[config.mk]
export PLATFORM = sky130hd
export DESIGN_NAME = multicycle_ctrl_fsm
export DESIGN_NICKNAME = d
export VERILOG_FILES = /design/src/rtl/cpu_ctrl_pkg.sv /design/src/rtl/ctrl_wait_timer.sv /design/src/rtl/multicycle_ctrl_fsm.sv
export SDC_FILE = /design/constraint.sdc
export NUM_CORES = 1
export LEC_CHECK = 0
export BUFFER_PORTS_ARGS = -buffer_cell sky130_fd_sc_hd__buf_2
export CORE_UTILIZATION = 33
export DETAILED_ROUTE_END_ITERATION = 16
export PLACE_DENSITY = 0.8
export SYNTH_ARGS = -nofsm -noshare
export SYNTH_HDL_FRONTEND = slang
export SYNTH_SLANG_ARGS = --single-unit
export TNS_END_PERCENT = 100
[constraint.sdc]
create_clock -name clk -period 1.4 [get_ports clk]
set_input_delay 0.21 -clock clk [delete_from_list [all_inputs] [get_ports clk]]
set_output_delay 0.21 -clock clk [all_outputs]
set_load 0.005 [all_outputs]
[src/rtl/cpu_ctrl_pkg.sv]
// +-----------------------------------------------------------------------------
// | cpu_ctrl_pkg : opcodes, FSM states and select encodings for the RV32 control path
// | Revision     : 1.0  initial release
// +-----------------------------------------------------------------------------
`default_nettype none

package cpu_ctrl_pkg;

   localparam logic [6:0] OP_R      = 7'b0110011;
   localparam logic [6:0] OP_I      = 7'b0010011;
   localparam logic [6:0] OP_LOAD   = 7'b0000011;
   localparam logic [6:0] OP_STORE  = 7'b0100011;
   localparam logic [6:0] OP_BRANCH = 7'b1100011;
   localparam logic [6:0] OP_JAL    = 7'b1101111;

   typedef enum logic [2:0] {
      ST_FETCH  = 3'd0,
      ST_DECODE = 3'd1,
      ST_EXEC   = 3'd2,
      ST_MEM    = 3'd3,
      ST_WB     = 3'd4,
      ST_HALT   = 3'd5
   } state_e;

   localparam logic [1:0] ALU_ADD = 2'b00;
   localparam logic [1:0] ALU_BR  = 2'b01;
   localparam logic [1:0] ALU_FN  = 2'b10;

   localparam logic [1:0] WB_ALU  = 2'b00;
   localparam logic [1:0] WB_MEM  = 2'b01;
   localparam logic [1:0] WB_PC4  = 2'b10;

   function automatic logic op_legal(input logic [6:0] op);
      case (op)
         OP_R, OP_I, OP_LOAD, OP_STORE, OP_BRANCH, OP_JAL: return 1'b1;
         default:                                          return 1'b0;
      endcase
   endfunction

endpackage

`default_nettype wire

[src/rtl/ctrl_wait_timer.sv]
// +-----------------------------------------------------------------------------
// | ctrl_wait_timer : counts handshake wait cycles; expired flags the last allowed one
// | Revision        : 1.0  initial release
// +-----------------------------------------------------------------------------
`default_nettype none

module ctrl_wait_timer #(
   parameter int MAX_WAIT = 0
) (
   input  logic clk,
   input  logic rst_n,
   input  logic en,
   input  logic clear,
   output logic expired
);

   localparam int CW = (MAX_WAIT == 0) ? 1 : $clog2(MAX_WAIT + 1);

   logic [CW-1:0] cnt_q;

   // A zero limit freezes the counter at 0 and never expires
   always_ff @(posedge clk or negedge rst_n) begin
      if (!rst_n) begin
         cnt_q <= '0;
      end else if (clear) begin
         cnt_q <= '0;
      end else if (en && (MAX_WAIT != 0)) begin
         cnt_q <= cnt_q + 1'b1;
      end
   end

   // cnt_q holds waits already completed, so MAX_WAIT-1 marks the final wait cycle
   assign expired = (MAX_WAIT != 0) && en && (cnt_q == CW'(MAX_WAIT - 1));

endmodule

`default_nettype wire

[src/rtl/multicycle_ctrl_fsm.sv]
// +-----------------------------------------------------------------------------
// | multicycle_ctrl_fsm : fetch/decode/exec/mem/wb sequencer for the multi-cycle RV32 core
// | Option              : PERF_CNT_EN adds cycle and retired-instruction counters
// | Revision            : 1.0  initial release
// +-----------------------------------------------------------------------------
`default_nettype none

module multicycle_ctrl_fsm
   import cpu_ctrl_pkg::*;
#(
   parameter int MAX_WAIT = 0,
   parameter int CNT_W    = 32
) (
   input  logic             clk,
   input  logic             rst_n,
   input  logic [31:0]      instr,
   input  logic             imem_ready,
   input  logic             dmem_ready,
   input  logic             br_taken,
   output logic             imem_req,
   output logic             dmem_req,
   output logic             dmem_we,
   output logic             ir_we,
   output logic             pc_we,
   output logic             pc_src,
   output logic             alu_src_b,
   output logic [1:0]       alu_op,
   output logic             reg_we,
   output logic [1:0]       wb_sel,
   output logic             halted,
   output logic             bus_err,
   output logic [CNT_W-1:0] cycle_cnt,
   output logic [CNT_W-1:0] instret_cnt
);

   state_e     state_q, state_d;
   logic [6:0] opcode_q;
   logic       run_q;
   logic       bus_err_q, bus_err_d;
   logic       wait_en, wait_clear, wait_expired;
   logic       unused_instr;

   assign unused_instr = ^instr[31:7];

   logic is_r, is_i, is_ld, is_st, is_br, is_jal;
   assign is_r   = (opcode_q == OP_R);
   assign is_i   = (opcode_q == OP_I);
   assign is_ld  = (opcode_q == OP_LOAD);
   assign is_st  = (opcode_q == OP_STORE);
   assign is_br  = (opcode_q == OP_BRANCH);
   assign is_jal = (opcode_q == OP_JAL);

   // run_q keeps imem_req low until the first edge after reset release
   always_ff @(posedge clk or negedge rst_n) begin
      if (!rst_n) begin
         state_q   <= ST_FETCH;
         opcode_q  <= '0;
         run_q     <= 1'b0;
         bus_err_q <= 1'b0;
      end else begin
         state_q   <= state_d;
         run_q     <= 1'b1;
         bus_err_q <= bus_err_d;
         if (state_q == ST_DECODE) begin
            opcode_q <= instr[6:0];
         end
      end
   end

   assign wait_en    = run_q && (((state_q == ST_FETCH) && !imem_ready) ||
                                 ((state_q == ST_MEM)   && !dmem_ready));
   assign wait_clear = (state_d != state_q);

   ctrl_wait_timer #(
      .MAX_WAIT (MAX_WAIT)
   ) u_wait_timer (
      .clk     (clk),
      .rst_n   (rst_n),
      .en      (wait_en),
      .clear   (wait_clear),
      .expired (wait_expired)
   );

   always_comb begin
      state_d   = state_q;
      bus_err_d = bus_err_q;
      imem_req  = 1'b0;
      dmem_req  = 1'b0;
      dmem_we   = 1'b0;
      ir_we     = 1'b0;
      pc_we     = 1'b0;
      pc_src    = 1'b0;
      alu_src_b = 1'b0;
      alu_op    = ALU_ADD;
      reg_we    = 1'b0;
      wb_sel    = WB_ALU;
      halted    = (state_q == ST_HALT);
      bus_err   = bus_err_q;

      case (state_q)
         ST_FETCH: begin
            if (run_q) begin
               imem_req = 1'b1;
               if (imem_ready) begin
                  ir_we   = 1'b1;
                  state_d = ST_DECODE;
               end else if (wait_expired) begin
                  bus_err_d = 1'b1;
                  state_d   = ST_HALT;
               end
            end
         end
         ST_DECODE: begin
            state_d = op_legal(instr[6:0]) ? ST_EXEC : ST_HALT;
         end
         ST_EXEC: begin
            alu_src_b = !(is_r || is_br);
            alu_op    = is_br ? ALU_BR : ((is_r || is_i) ? ALU_FN : ALU_ADD);
            if (is_br) begin
               pc_we   = 1'b1;
               pc_src  = br_taken;
               state_d = ST_FETCH;
            end else if (is_ld || is_st) begin
               state_d = ST_MEM;
            end else begin
               state_d = ST_WB;
            end
         end
         ST_MEM: begin
            dmem_req = 1'b1;
            dmem_we  = is_st;
            if (dmem_ready) begin
               if (is_st) begin
                  pc_we   = 1'b1;
                  state_d = ST_FETCH;
               end else begin
                  state_d = ST_WB;
               end
            end else if (wait_expired) begin
               bus_err_d = 1'b1;
               state_d   = ST_HALT;
            end
         end
         ST_WB: begin
            reg_we  = 1'b1;
            pc_we   = 1'b1;
            state_d = ST_FETCH;
            if (is_jal) begin
               wb_sel = WB_PC4;
               pc_src = 1'b1;
            end else if (is_ld) begin
               wb_sel = WB_MEM;
            end
         end
         ST_HALT: begin
            state_d = ST_HALT;
         end
         default: begin
            state_d = ST_HALT;
         end
      endcase
   end

`ifdef PERF_CNT_EN
   logic [CNT_W-1:0] cycle_q, instret_q;

   always_ff @(posedge clk or negedge rst_n) begin
      if (!rst_n) begin
         cycle_q   <= '0;
         instret_q <= '0;
      end else begin
         if (state_q != ST_HALT) begin
            cycle_q <= cycle_q + 1'b1;
         end
         if (pc_we) begin
            instret_q <= instret_q + 1'b1;
         end
      end
   end

   assign cycle_cnt   = cycle_q;
   assign instret_cnt = instret_q;
`else
   assign cycle_cnt   = '0;
   assign instret_cnt = '0;
`endif

endmodule

`default_nettype wire

Word-level counts from Yosys, hierarchy flattened
Index checks and enable logic that the tools add are counted.

Bits in registers: 11. Output and inout port bits: 78. Input bits: 37.

Multiplexer cells: 32. Equality and inequality tests: 20. Reductions and logical operators: 7.

Operators by type and width (number): 7-bit by 6-bit == test with 1-bit output (second input constant) (4); 7-bit == test (second input constant) (4); 3-bit 2-to-1 mux (7); 1-bit 2-to-1 mux (17); 3-bit one-hot mux with 5 select lines (1); 7-bit by 2-bit == test with 1-bit output (second input constant) (2); 7-bit by 5-bit == test with 1-bit output (second input constant) (2); 2-bit 2-to-1 mux (5); 3-bit by 2-bit == test with 1-bit output (second input constant) (2); 3-bit == test (second input constant) (2); 2-bit != test (second input constant) (3); 6-bit OR reduction (1); 3-bit by 1-bit == test with 1-bit output (second input constant) (1); 3-bit logical NOT (1); 1-bit logical OR (3); 1-bit one-hot mux with 3 select lines (1); 3-bit AND reduction (1); 1-bit one-hot mux with 2 select lines (1); 1-bit logical NOT (1).

Longest topological paths before layout
Gate-level depths: netlist of the first run.

Depth after elaboration: 6. Mapped depth: 5. Gate-level depth less buffers: 4.

Cells and area by module
From an unflattened synthesis of the first run, not the netlist that was laid out.

Cells, all modules: 153. Area, all modules: 1337.5 µm².

By module, submodules not included: multicycle_ctrl_fsm (times used 1, area an instance 1326.3 µm², cells each 151, sequential area each 300.3 µm²); ctrl_wait_timer (times used 1, area an instance 11.3 µm², cells each 2, sequential area each 0.0 µm²).

Worst setup path after synthesis of the first run
Ideal clock, no wire load.

Path kind: register -> output. From: register opcode_q[4]. To: output port pc_src. Stages on the path, launching flop included: 4. Path slack: -0.153 ns. Arrival: 1.343 ns. Data required time: 1.190 ns. Path buffers: 0. Cells stage by stage: dfrtp_1 -> or4_4 -> nor3_4 -> a21o_1.

Cells in the longest elaborated chain, start to end: 3.

RTL lines: start: declaration (RTL line multicycle_ctrl_fsm.sv:37) `logic [6:0] opcode_q;`; start signal: assignment (RTL line multicycle_ctrl_fsm.sv:65) `opcode_q <= instr[6:0];`; 7-bit == test, on equally long branches (RTL line multicycle_ctrl_fsm.sv:51, multicycle_ctrl_fsm.sv:50); 1-bit 2-to-1 mux, on equally long branches (RTL line multicycle_ctrl_fsm.sv:148, multicycle_ctrl_fsm.sv:119); 1-bit one-hot mux with 2 select lines * (RTL line multicycle_ctrl_fsm.sv:100) `case (state_q)`; end: declaration (RTL line multicycle_ctrl_fsm.sv:25) `output logic pc_src,`.

Every way passes the cells marked *; elsewhere a longest branch is shown, timed or not.

Worst setup path after layout of the first run
From: register opcode_q[1]. To: output port pc_src.

Same word-level chain as after synthesis.

==> metrics, run 1 <==
outcome=finished with violations; failing checks=setup timing; element type at the critical path end=output port; category of the critical setup timing path=flop to output port; Starting Density=34.93%; DR pass1 iterations=4; maximum capacitance violations=0; DR iter-0 viols=9; r2r startpoint=state_q[1]; layout cells sized above 1=45.41%; critical path arrival=1.75 ns; post-synth design cell area=1175 um2; synthesized area per cell=8.514 um2; start point of the worst hold path=instr[5]; switching component of the power=794.0 uW; Die Width=61.67 um; Row Count=21; routed length per instance=11.00 um; largest driver fanout on the critical path=3; root buf cell=clkbuf_4; hold depth=3; Remaining Overflow, GRT=0; vias after detailed routing=962; clock buffers created by TritonCTS=3; Ports=115; unrepaired setup endpoints after global routing=true; setup slack at placement=-0.2410 ns; Register-to-Register Setup Slack=-0.33 ns; hold violation total from the final report=0; cell count after synthesis=138; combinational share of power=61.9%; number of enable-type register cells in the synthesized netlist=0; proportion of synthesized chip area in sequential cells=23.43%; Total Die Area=3803 um2; worst hold endpoint=opcode_q[5]; number of distinct standard cells referenced by the synthesized netlist=35; weighted congestion at the end of routability-driven global placement=0.8820; number of buffers between clock root and the deepest sink=2; Reg-to-Reg End=state_q[2]; largest area contributor in the synthesized netlist=buf_4; kind of start point of the critical path=flop; type of the worst min-delay path=primary input to flop; DRC errors left=0; area growth from synthesis to layout=36.32%; top-area cell type share of the netlist area=41.53%; placeable core region=3363 um2; Die H=61.67 um; setup violation total in the final timing report=21; total power consumption of the routed design=2094 uW; Clock Skews=0.001011 ns; maximum resistive drop on vdd=629.5 uV; Int Pwr=1300 uW; clock tree from TritonCTS=done; minimum clock period=1.964 ns; H-tree depth=1; post-route ant nets=0; most numerous cell in the Yosys netlist=buf_4; Post-synth top cells=buf_4, dfrtp_1, mux2_2, nand2_1, nor2_1; switching share of total power=37.92%; placed insts=225; via count of the first global-routing pass=833; clock net sink count=11; ant diodes=0; HPWL after detailed placement=1749 um; share of the clock period used by the worst path=140.3%; share of total power in sequential cells=28.2%; number of flip-flops and latches in the synthesized netlist=11; overall fraction of global-route tracks in use=12.95%; final cell count without fillers=242; count of input and output buffers=24; FF-to-FF path depth=8; final critical-path setup slack=-0.5641 ns; maximum number of pins on one net before global-route repair=12; synth warn=0; Filler Cells Inserted=318; first-pass GRT wire length=3608 um; Synth Flop Type=dfrtp_1; clock network latency to the later pin of the worst-skew pair=0.26 ns; setup TNS=-6.331 ns; power per cell area=1308 nW/um2; top cells by area, synth=buf_4, dfrtp_1, mux2_2, nand2_1, and3_1; fraction of registers with async set or reset after synthesis=100.0%; number of vias per cell=3.975; fin. max-slew vios=0; clock-pin slew of the registers on the worst-case setup and hold paths=0.06 ns; Worst Path Required=1.19 ns; Routed Wire Length=2661 um; f_max=509.1 MHz; initial antenna violation count=0; Clk network pwr share=9.9%; static leakage=0.0008548 uW; Net count, final=234
==> through the flow <==
| step | instance area, um2 | hold WS (ns) | util [%] |
|---|---|---|---|
| 6_report | 1602 | 0.1680 | 47.62 |
| 3_5_place_dp | 1249 | 0.09132 | 37.13 |
| 3_3_place_gp | 1249 | 0.08485 | 37.13 |
| 2_1_floorplan | 1415 | -0.08559 | - |
| 4_1_cts | 1470 | 0.1658 | 43.71 |
| 5_1_grt | 1602 | 0.2035 | 47.62 |
==> flip-flops by register name (all words and copies together), names as in the netlist <==
register  flops
run_q         1
opcode_q      7
state_q       3
==> layout by cell type, fill, tap and decap left out, drive strengths merged, types with 2 or more instances in the layout <==
| cell | instances |
|---|---|
| conb | 66 |
| buf | 57 |
| dfrtp | 11 |
| mux2 | 6 |
| nand2 | 6 |
| nor2 | 5 |
| nor3 | 4 |
| clkbuf | 4 |
| inv | 4 |
| and3 | 3 |
| nor4 | 2 |
| a21o | 2 |
| a211o | 2 |
| nand3 | 2 |
| nand2b | 2 |
| or3 | 2 |
==> worst max path at each step <==
stage,startpoint,endpoint,slack (ns),cells past startpoint
6_report,opcode_q[1],pc_src,-0.56,5
5_1_grt,opcode_q[1],pc_src,-0.64,5
4_1_cts,opcode_q[1],pc_src,-0.53,5
3_5_place_dp,opcode_q[1],pc_src,-0.24,5
3_3_place_gp,opcode_q[3],pc_we,-0.22,5
2_1_floorplan,opcode_q[1],pc_src,-0.11,4
==> metal layers <==
metal  track usage, %  vias to the layer above  part of all wire [%]
met5                0                        -                     0
met4            6.667                        0                   2.2
met3            1.891                        6                   6.1
met2            23.50                       56                    52
met1            14.58                      455                    39
li1                 -                      445                     -
==> layout make-up <==
| cell class | instances | area [um2] | share of cell area, % |
|---|---|---|---|
| Clock buffer | 4 | 26.28 | 1.641 |
| Multi-Input combinational cell | 119 | 759.5 | 47.42 |
| Inverter | 4 | 20.02 | 1.250 |
| Timing Repair Buffer | 58 | 460.4 | 28.75 |
| Tap cell | 46 | 57.56 | 3.594 |
| Sequential cell | 11 | 277.8 | 17.34 |
==> kinds of logic after synthesis <==
| family | count (synthesis) | synth area share (%) |
|---|---|---|
| flip-flops | 11 | 23.43 |
| AO/OA/AOI/OAI | 12 | 7.775 |
| buffers and inverters | 72 | 43.98 |
| AND/OR/NAND/NOR | 34 | 17.68 |
| other | 2 | 0.6392 |
| multiplexers | 6 | 5.750 |
| XOR/XNOR | 1 | 0.7456 |
==> timing repair <==
action / in CTS / in global routing
endpoints found under the hold margin: 11 / 0
pin swaps: 6 / 7
hold buffers: 1 / 0
endpoints found under the setup margin: 14 / 22
cloned: 0 / 0
resized for setup: 38 / 15
buffers inserted: 6 / 12
==> critical path, stage by stage, from the launching register on <==
cell and delay, ns:
dfrtp_1 0.37, nand2_1 0.09, or4_4 0.57, nor3_4 0.24, a21o_1 0.14, buf_2 0.10
==> power by group through the flow <==
stage                     Sequential [uW]  Clock [uW]  Combinational (uW)
after detailed placement              564           0                 892
after global placement                558           0                 872
after floorplan                       534           0                 587
after CTS                             571         212                1160
after global routing                  599         231                1400
final                                 590         208                1300
No activity file was read; power rests on OpenSTA's default activity.
==> inputs of run 2 (changes only) <==
--- a/config.mk
+++ b/config.mk
@@ -8,7 +8,8 @@
 export BUFFER_PORTS_ARGS = -buffer_cell sky130_fd_sc_hd__buf_2
 export CORE_UTILIZATION = 33
 export DETAILED_ROUTE_END_ITERATION = 16
-export PLACE_DENSITY = 0.8
+export PLACE_DENSITY = 0.82
+export REMOVE_ABC_BUFFERS = 1
 export SYNTH_ARGS = -nofsm -noshare
 export SYNTH_HDL_FRONTEND = slang
 export SYNTH_SLANG_ARGS = --single-unit
==> run 2 against run 1 <==
Compared with the run above: the flow still finishes with violations (setup timing); hold slack better by 0.0012 ns; final cell count is 6.6% lower; sequential cell count stayed put; total power is 13% lower; core utilization is 5.6 points lower; sequential power is 3.6% lower; via count is 7.7% lower; non-clock buffer count is 16 lower; global-route usage is 1.0 points lower; register-to-register slack better by 0.26 ns; clock power is 3% higher; setup slack better by 0.074 ns; critical path type unchanged; largest cell class unchanged; highest routed layer unchanged.
==> metrics, run 2 (synthesized netlist as in run 1, its figures left out) <==
outcome=finished with violations; failing checks=setup timing; r2r startpoint=opcode_q[3]; clock tree from TritonCTS=done; weighted congestion at the end of routability-driven global placement=0.8029; category of the critical setup timing path=flop to output port; met1 track demand over resource=12.44%; count of input and output buffers=24; setup violation total in the final timing report=13; kind of start point of the critical path=flop; met2 Track Usage GR=21.66%; post-route design area=1413 um2; H-tree depth=1; area growth from synthesis to layout=20.23%; overall fraction of global-route tracks in use=11.91%; largest register by flop count=opcode_q; area used by multi-input combinational logic=724.4 um2; HPWL after detailed placement=1643 um; Worst Path Required=1.19 ns; DR iter-0 viols=17; post-route ant nets=0; Ports=115; vias after detailed routing=888; via count of the first global-routing pass=740; power per cell area=1289 nW/um2; met3 layer usage reported by global route=3.571%; most common cell after layout, fill and taps aside=conb_1; DRC errors left=0; maximum number of pins on one net before global-route repair=12; routed length per instance=9.969 um; first-pass GRT wire length=3229 um; registers with the most flip-flops=opcode_q (7), state_q (3), run_q (1); Die H=61.67 um; Remaining Overflow, GRT=0; hold violation total from the final report=0; Net count, final=218; minimum clock period=1.890 ns; highest-count cells in the layout ignoring fill and taps=conb_1, buf_2, buf_4; register cell area after layout=279.0 um2; total power consumption of the routed design=1821 uW; critical path launch point=opcode_q[2]; flip-flop count of the largest register after layout=7; placeable core region=3363 um2; type of the worst min-delay path=primary input to flop; maximum capacitance violations=0; element type at the critical path end=output port; number of buffers between clock root and the deepest sink=2; clock buffers created by TritonCTS=3; DR pass1 iterations=4; root buf cell=clkbuf_4; clock-pin slew of the registers on the worst-case setup and hold paths=0.07 ns; Starting Density=34.93%; clock network latency to the later pin of the worst-skew pair=0.26 ns; post-placement cell area=1196 um2; Row Count=21; Clock Skews=0.0007060 ns; initial antenna violation count=0; Die Width=61.67 um; number of vias per cell=3.929; critical path arrival=1.68 ns; layout cells sized above 1=40.00%; ant diodes=0; f_max=529.1 MHz; Filler Cells Inserted=354; start point of the worst hold path=instr[5]; Total Die Area=3803 um2; largest driver fanout on the critical path=4; static leakage=0.0007407 uW; unrepaired setup endpoints after global routing=true; most crowded layer after global routing=met2; maximum resistive drop on vdd=338.3 uV; final critical-path setup slack=-0.4901 ns; share of the clock period used by the worst path=135.0%; fin. max-slew vios=0; setup TNS=-2.972 ns; Routed Wire Length=2253 um; clock net sink count=11
[run 2: cell types whose count changed in the layout (fill, tap and decap cells not counted), sizes merged]
cell / delta
buf: -16
[run 2: layout make-up]
cell class / count / area share (%)
clock buffer: 4 / 1.860
sequential: 11 / 19.75
inverter: 4 / 1.417
timing repair buffer: 42 / 21.61
tap: 46 / 4.074
multi-input combinational: 119 / 51.28
[run 2: final timing paths]
| path | endpoint | slack, ns | depth (start not counted) |
|---|---|---|---|
| max | pc_src | -0.49 | 4 |
| min in group asynchronous | opcode_q[3] | 0.34 | 2 |
| max reg2reg | state_q[0] | -0.07 | 6 |
| min | opcode_q[5] | 0.17 | 3 |
| min reg2reg | opcode_q[1] | 0.56 | 1 |
| max in group asynchronous | state_q[1] | 0.84 | 2 |
[run 2: worst max-delay path: stages (launching register included)]
cell	delay, ns
dfrtp_1	0.41
or4_4	0.56
nor3_4	0.22
a21o_1	0.13
buf_2	0.10
[run 2: per-stage QoR]
| step | setup WS (ns) | util (%) | std cells | hold slack [ns] |
|---|---|---|---|---|
| 4_1_cts | -0.4884 | 40.14 | 225 | 0.1650 |
| 5_1_grt | -0.6041 | 42.00 | 226 | 0.1898 |
| 3_5_place_dp | -0.2095 | 35.57 | 218 | 0.09494 |
| 6_report | -0.4901 | 42.00 | 226 | 0.1691 |
| 2_1_floorplan | -0.1528 | - | 134 | -0.08559 |
| 3_3_place_gp | -0.2018 | 35.57 | 218 | 0.09238 |
[run 2: where the power goes]
| group | leakage [uW] | switching (uW) | internal (uW) |
|---|---|---|---|
| Sequential | 0.000125 | 120 | 448 |
| Clock | 0.0000150 | 103 | 110 |
| Combinational | 0.000601 | 485 | 554 |
| Total | 0.000741 | 709 | 1110 |
[run 2: routing by layer]
metal / wire, um / part of all wire (%) / vias up
li1: - / - / 415
met1: 784 / 35 / 425
met2: 1287 / 57 / 46
met3: 165 / 7.3 / 2
met4: 14 / 0.62 / 0
met5: 0 / 0 / -
[run 2: what timing repair did]
action	4_1_cts	5_1_grt
hold buffers	1	0
endpoints found under the setup margin	14	21
gates resized for setup	24	15
setup buffers	4	4
pin swaps	8	9
endpoints found under the hold margin	11	0
